--- src/rtl/cpu_pkg.sv ---
// Shared opcode encodings, field widths and FSM state type for the fetch/decode slice.
package cpu_pkg;

  localparam int unsigned OPC_W  = 4;
  localparam int unsigned OPND_W = 5;

  localparam logic [OPC_W-1:0] OP_NOP  = 4'b0000;
  localparam logic [OPC_W-1:0] OP_LUT  = 4'b0001;
  localparam logic [OPC_W-1:0] OP_BZ   = 4'b0010;
  localparam logic [OPC_W-1:0] OP_BNZ  = 4'b0011;
  localparam logic [OPC_W-1:0] OP_JMP  = 4'b0100;
  localparam logic [OPC_W-1:0] OP_HALT = 4'b1111;

  typedef enum logic [1:0] {
    IDLE = 2'd0,
    RUN  = 2'd1,
    DONE = 2'd2
  } state_e;

  function automatic logic branch_taken(input logic [OPC_W-1:0] op, input logic zf);
    return (op == OP_JMP) || (op == OP_BZ && zf) || (op == OP_BNZ && !zf);
  endfunction

endpackage

--- src/rtl/next_pc.sv ---
// Next-PC adder: PC+1 or PC+sign-extended operand for taken branches, modulo 2^PC_W.
module next_pc
  import cpu_pkg::*;
#(
  parameter int unsigned PC_W = 10
) (
  input  logic [PC_W-1:0]   pc,
  input  logic [OPC_W-1:0]  opcode,
  input  logic [OPND_W-1:0] operand,
  input  logic              zero_flag,
  output logic [PC_W-1:0]   pc_next
);

  logic [PC_W-1:0] offset;

  always_comb begin
    offset = {{(PC_W-OPND_W){operand[OPND_W-1]}}, operand};
    if (branch_taken(opcode, zero_flag)) begin
      pc_next = pc + offset;
    end else begin
      pc_next = pc + PC_W'(1);
    end
  end

endmodule

--- src/rtl/fetch_decode.sv ---
// Fetch/decode stage: IDLE/RUN/DONE sequencer, PC register and registered decode outputs.
// Optional FETCH_CYCLE_COUNT_EN adds a saturating 16-bit RUN-cycle counter output.
module fetch_decode
  import cpu_pkg::*;
#(
  parameter int unsigned PC_W    = 10,
  parameter int unsigned INSTR_W = 9
) (
  input  logic               clk,
  input  logic               reset,
  input  logic               start,
  input  logic               stall,
  input  logic               zero_flag,
  input  logic [INSTR_W-1:0] instr_in,
  output logic [PC_W-1:0]    pc_out,
  output logic               dec_valid,
  output logic [3:0]         opcode,
  output logic               acc_lut_en,
  output logic [4:0]         key,
  output logic               busy,
  output logic               done
`ifdef FETCH_CYCLE_COUNT_EN
  ,
  output logic [15:0]        cycle_count
`endif
);

  state_e            state_q, state_d;
  logic [PC_W-1:0]   pc_q, pc_d, pc_nxt;
  logic              dec_valid_q, dec_valid_d;
  logic [OPC_W-1:0]  opcode_q, opcode_d;
  logic              acc_lut_en_q, acc_lut_en_d;
  logic [OPND_W-1:0] key_q, key_d;
  logic              busy_q, busy_d;
  logic              done_q, done_d;
  logic [OPC_W-1:0]  f_op;
  logic [OPND_W-1:0] f_operand;
`ifdef FETCH_CYCLE_COUNT_EN
  logic [15:0]       cnt_q, cnt_d;
`endif

  assign f_op      = instr_in[INSTR_W-1 -: OPC_W];
  assign f_operand = instr_in[OPND_W-1:0];

  next_pc #(.PC_W(PC_W)) u_next_pc (
    .pc        (pc_q),
    .opcode    (f_op),
    .operand   (f_operand),
    .zero_flag (zero_flag),
    .pc_next   (pc_nxt)
  );

  always_comb begin
    state_d      = state_q;
    pc_d         = pc_q;
    dec_valid_d  = 1'b0;
    acc_lut_en_d = 1'b0;
    opcode_d     = opcode_q;
    key_d        = key_q;
`ifdef FETCH_CYCLE_COUNT_EN
    cnt_d        = cnt_q;
`endif
    case (state_q)
      RUN: begin
`ifdef FETCH_CYCLE_COUNT_EN
        if (cnt_q != '1) cnt_d = cnt_q + 16'd1;
`endif
        // A stall freezes PC and state, so a fetched branch/HALT simply waits.
        if (!stall) begin
          dec_valid_d  = 1'b1;
          opcode_d     = f_op;
          key_d        = f_operand;
          acc_lut_en_d = (f_op == OP_LUT);
          if (f_op == OP_HALT) begin
            state_d = DONE;
          end else begin
            pc_d = pc_nxt;
          end
        end
      end
      default: begin
        if (start) begin
          state_d = RUN;
          pc_d    = '0;
`ifdef FETCH_CYCLE_COUNT_EN
          cnt_d   = '0;
`endif
        end
      end
    endcase
    busy_d = (state_d == RUN);
    done_d = (state_d == DONE);
  end

  always_ff @(posedge clk) begin
    if (reset) begin
      state_q      <= IDLE;
      pc_q         <= '0;
      dec_valid_q  <= 1'b0;
      opcode_q     <= '0;
      acc_lut_en_q <= 1'b0;
      key_q        <= '0;
      busy_q       <= 1'b0;
      done_q       <= 1'b0;
`ifdef FETCH_CYCLE_COUNT_EN
      cnt_q        <= '0;
`endif
    end else begin
      state_q      <= state_d;
      pc_q         <= pc_d;
      dec_valid_q  <= dec_valid_d;
      opcode_q     <= opcode_d;
      acc_lut_en_q <= acc_lut_en_d;
      key_q        <= key_d;
      busy_q       <= busy_d;
      done_q       <= done_d;
`ifdef FETCH_CYCLE_COUNT_EN
      cnt_q        <= cnt_d;
`endif
    end
  end

  assign pc_out     = pc_q;
  assign dec_valid  = dec_valid_q;
  assign opcode     = opcode_q;
  assign acc_lut_en = acc_lut_en_q;
  assign key        = key_q;
  assign busy       = busy_q;
  assign done       = done_q;
`ifdef FETCH_CYCLE_COUNT_EN
  assign cycle_count = cnt_q;
`endif

endmodule

--- config.mk ---
export PLATFORM = sky130hd
export DESIGN_NAME = fetch_decode
export DESIGN_NICKNAME = d
export VERILOG_FILES = /design/src/rtl/cpu_pkg.sv /design/src/rtl/next_pc.sv /design/src/rtl/fetch_decode.sv
export SDC_FILE = /design/constraint.sdc
export NUM_CORES = 1
export LEC_CHECK = 0
export BUFFER_PORTS_ARGS = -buffer_cell sky130_fd_sc_hd__buf_4
export CAP_MARGIN = 20
export CORE_MARGIN = 3
export CORE_UTILIZATION = 39
export DETAILED_ROUTE_END_ITERATION = 8
export PLACE_DENSITY = 0.65
export REMOVE_ABC_BUFFERS = 1
export SYNTH_ARGS = -nofsm -noshare
export SYNTH_HDL_FRONTEND = slang
export SYNTH_SLANG_ARGS = --single-unit
--- constraint.sdc ---
create_clock -name clk -period 2.6 [get_ports clk]
set_input_delay 0.13 -clock clk [delete_from_list [all_inputs] [get_ports clk]]
set_output_delay 0.13 -clock clk [all_outputs]
set_load 0.02 [all_outputs]
==> out/qor.log <==
INFO  worst_hold_path hold_path.class=input port to flop
INFO  critical_path  critPathLaunchType=input port
INFO  layout         area_growth_syn_to_layout=26.3%
INFO  logic_synthesis register_bit_total_from_synthesis=25
INFO  detailed_routing wl_met1=1540µm
INFO  clock_tree     ctsLongestPathBuffers=2
INFO  critical_path  setup.worst_path.class=input port to flop
INFO  timing         rsz_0062_raised_after_global_routing=false
INFO  layout         finish.net_count=226
INFO  logic_synthesis ys_top_cells_by_area=sky130_fd_sc_hd__dfxtp_1 36%, sky130_fd_sc_hd__a21oi_1 6.9%, sky130_fd_sc_hd__nand2_1 6.8%, sky130_fd_sc_hd__ha_1 5.4%, sky130_fd_sc_hd__nor2_1 4.1%
INFO  pwr            power.leakage=0.768nW
INFO  pwr            power_density=402mW/mm²
INFO  logic_synthesis syn_avg_cell_area=8.29µm²
INFO  detailed_routing drt_iter0_drc=57
INFO  critical_path  timing.critical_path.required=2.82ns
INFO  layout         fraction_of_layout_cells_with_a_size_suffix_above_1=27.9%
INFO  critical_path  critPathCaptureType=flop
INFO  timing         tightestPinTransition=0.580ns
INFO  pwr            max_rail_drop_vdd=0.236mV
INFO  detailed_routing highest_layer=met4
INFO  clock_tree     cts_tree=yes
INFO  floorplan      die_area=0.00430mm²
INFO  detailed_routing route.antenna.remaining_nets=0
INFO  global_route   track_usage=15.5%
INFO  timing         report.final.hold_viol_count=0
INFO  logic_synthesis synth_top_cell_by_area=sky130_fd_sc_hd__dfxtp_1
INFO  logic_synthesis netlist_instances=167
INFO  place          place.detailed.hpwl=2470µm
INFO  global_route   globalRouteOverflowTotal=0
INFO  detailed_routing wl_met2=1590µm
INFO  clock_tree     htree_levels=1
INFO  timing         min_period=2.42ns
INFO  clock_tree     cts_made_buffers=3
INFO  detailed_routing wire_length_on_met3=89µm
INFO  clock_tree     cts_sinks=25
INFO  timing         fmax=0.413GHz
INFO  floorplan      initial_utilization=40.9%
INFO  logic_synthesis ys_seq_area_share=36.1%
INFO  logic_synthesis post_synth_num_cell_types=43
INFO  layout         antennaDiodeCount=0
INFO  timing         layout_setup_ws=0.181ns
INFO  logic_synthesis netlist_area=0.00139mm²
INFO  detailed_routing drc=0
INFO  place          total_of_buffers_placed_on_input_and_output_ports=36
INFO  logic_synthesis synth_top_area_share=36.1%
INFO  clock_tree     cts_root_buffer=sky130_fd_sc_hd__clkbuf_4
INFO  logic_synthesis synthesis.yosys.warnings=0
INFO  timing         worst_clock_skew=0.0136ns
INFO  timing         setup-violations-final=0
INFO  detailed_routing route.vias.total=1,292
INFO  logic_synthesis synth_async_sr_flop_share=0%
INFO  detailed_routing wl_per_cell=12.9µm
INFO  floorplan      dieWidth=65.6µm
INFO  global_route   grt_start_max_net_pins=29
INFO  global_route   antenna_found_initial=0
INFO  clock_tree     worst_path_clk_slew=0.15ns
INFO  floorplan      dieHeight=65.6µm
INFO  floorplan      design.portCount=37
INFO  place          pre_cts_ws=-0.142ns
INFO  detailed_routing firstDrtPassIters=4
INFO  logic_synthesis synth.top_cells.by_count=25 x sky130_fd_sc_hd__dfxtp_1, 25 x sky130_fd_sc_hd__nand2_1, 19 x sky130_fd_sc_hd__a21oi_1
INFO  critical_path  arrival=2.64ns
INFO  global_route   grt_pass1_wl=5370µm
INFO  detailed_routing detail_routed_via_count_per_cell=5.17
INFO  flow_run       drv_cap=0
INFO  floorplan      std_cell_rows=21
INFO  status         status=complete, no violations
INFO  timing         timing.final.crit_share=93.0%
INFO  floorplan      floorplan.core_area=0.00339mm²
INFO  clock_tree     cts.hold.buffers_added=0
INFO  logic_synthesis synth-main-ff-cell=sky130_fd_sc_hd__dfxtp_1
INFO  timing         fin_setup_tns=0ns
INFO  timing         slew_violations=0
INFO  detailed_routing drt_wl_total=3240µm
INFO  logic_synthesis synth_edf_count=0
INFO  timing         worst_slew_margin_rel=61.2%
INFO  place          routabilityCongestion=0.816
INFO  clock_tree     insertion_delay=0.33ns
INFO  global_route   grt_pass1_vias=1,224
INFO  critical_path  crit_fanout=5
## area by class of cell
| type | instances | area (µm²) |
|---|---|---|
| fill | 341 | 1640 |
| multi-input combinational | 129 | 838 |
| sequential | 25 | 500 |
| timing repair buffer | 40 | 300 |
| tap | 46 | 57.6 |
| clock buffer | 3 | 22.5 |
| inverter | 6 | 22.5 |
| clock inverter | 1 | 7.51 |
## placed cells by master (no fill, tap or decap), drive strengths merged, types with 3 or more instances in the layout
| cell | count |
|---|---|
| a22oi | 3 |
| nor2 | 16 |
| o21ai | 8 |
| nor4b | 3 |
| nand3b | 4 |
| clkbuf | 3 |
| nand2 | 25 |
| dfxtp | 25 |
| and2 | 4 |
| a211oi | 4 |
| inv | 6 |
| buf | 40 |
| nor3 | 3 |
| or3 | 3 |
| ha | 6 |
| a21oi | 20 |
| nand3 | 3 |
## cells by family (layout without fill, tap and decap cells)
logic type	after synthesis	count (layout)	synth area share [%]
buffers and inverters	13	50	4.06
AO/OA/AOI/OAI	45	45	21.5
XOR/XNOR	3	3	1.90
AND/OR/NAND/NOR	74	74	29.5
adder cells (fa/ha/maj)	7	7	6.87
flip-flops	25	25	36.1
## sequential cells by signal, summed over array words and instances, names as in the netlist
name	cells
acc_lut_en	1
done	1
opcode	4
busy	1
dec_valid	1
key	5
pc_out	10
state_q	2
## layer usage
layer	track usage [%]	vias up
li1	-	668
met5	0	-
met4	3.89	0
met2	26.0	17
met3	2.56	2
met1	20.6	605
## path summary, 6_finish.rpt
path	endpoint	slack [ns]	cells past startpoint	from
setup / recovery	pc_out[9]	0.18	13	instr_in[6]
hold / removal	key[0]	0.04	3	instr_in[0]
setup reg to reg	pc_out[9]	0.43	8	pc_out[1]
hold reg to reg	key[1]	0.47	2	key[1]
## timing repair
action	in CTS	in global routing
hold endpoints to repair	0	0
buffers inserted	0	0
endpoints found under the setup margin	0	2
resized for setup	0	2
## where the power goes
group	internal, mW	switching, mW	total, mW
Clock	0.0588	0.126	0.185
Sequential	0.394	0.00647	0.401
Combinational	0.0504	0.0670	0.117
Total	0.503	0.199	0.703
## metrics by stage
stage | hold slack [ns] | instances | util, % | area, µm² | power (mW)
after floorplan | 0.199 | 160 | - | 1350 | 0.470
after detailed placement | 0.403 | 246 | 50.4 | 1710 | 0.527
after CTS | 0.0373 | 250 | 51.3 | 1740 | 0.712
after global placement | 0.401 | 246 | 50.4 | 1710 | 0.524
after global routing | 0.0478 | 250 | 51.6 | 1750 | 0.738
final | 0.0397 | 250 | 51.6 | 1750 | 0.703
## worst max-delay path: stages
cell and delay (ns):
sky130_fd_sc_hd__buf_4 0.13, sky130_fd_sc_hd__and4bb_4 0.20, sky130_fd_sc_hd__nor3_1 0.26, sky130_fd_sc_hd__nor2_1 0.10
sky130_fd_sc_hd__and2_1 0.18, sky130_fd_sc_hd__ha_1 0.32, sky130_fd_sc_hd__o21ai_0 0.08, sky130_fd_sc_hd__o21ai_0 0.44
sky130_fd_sc_hd__a31oi_2 0.17, sky130_fd_sc_hd__a211oi_1 0.28, sky130_fd_sc_hd__a211o_1 0.16, sky130_fd_sc_hd__o21bai_1 0.11
sky130_fd_sc_hd__nand3_1 0.08
Note: power is estimated with default switching activity, not from simulation.
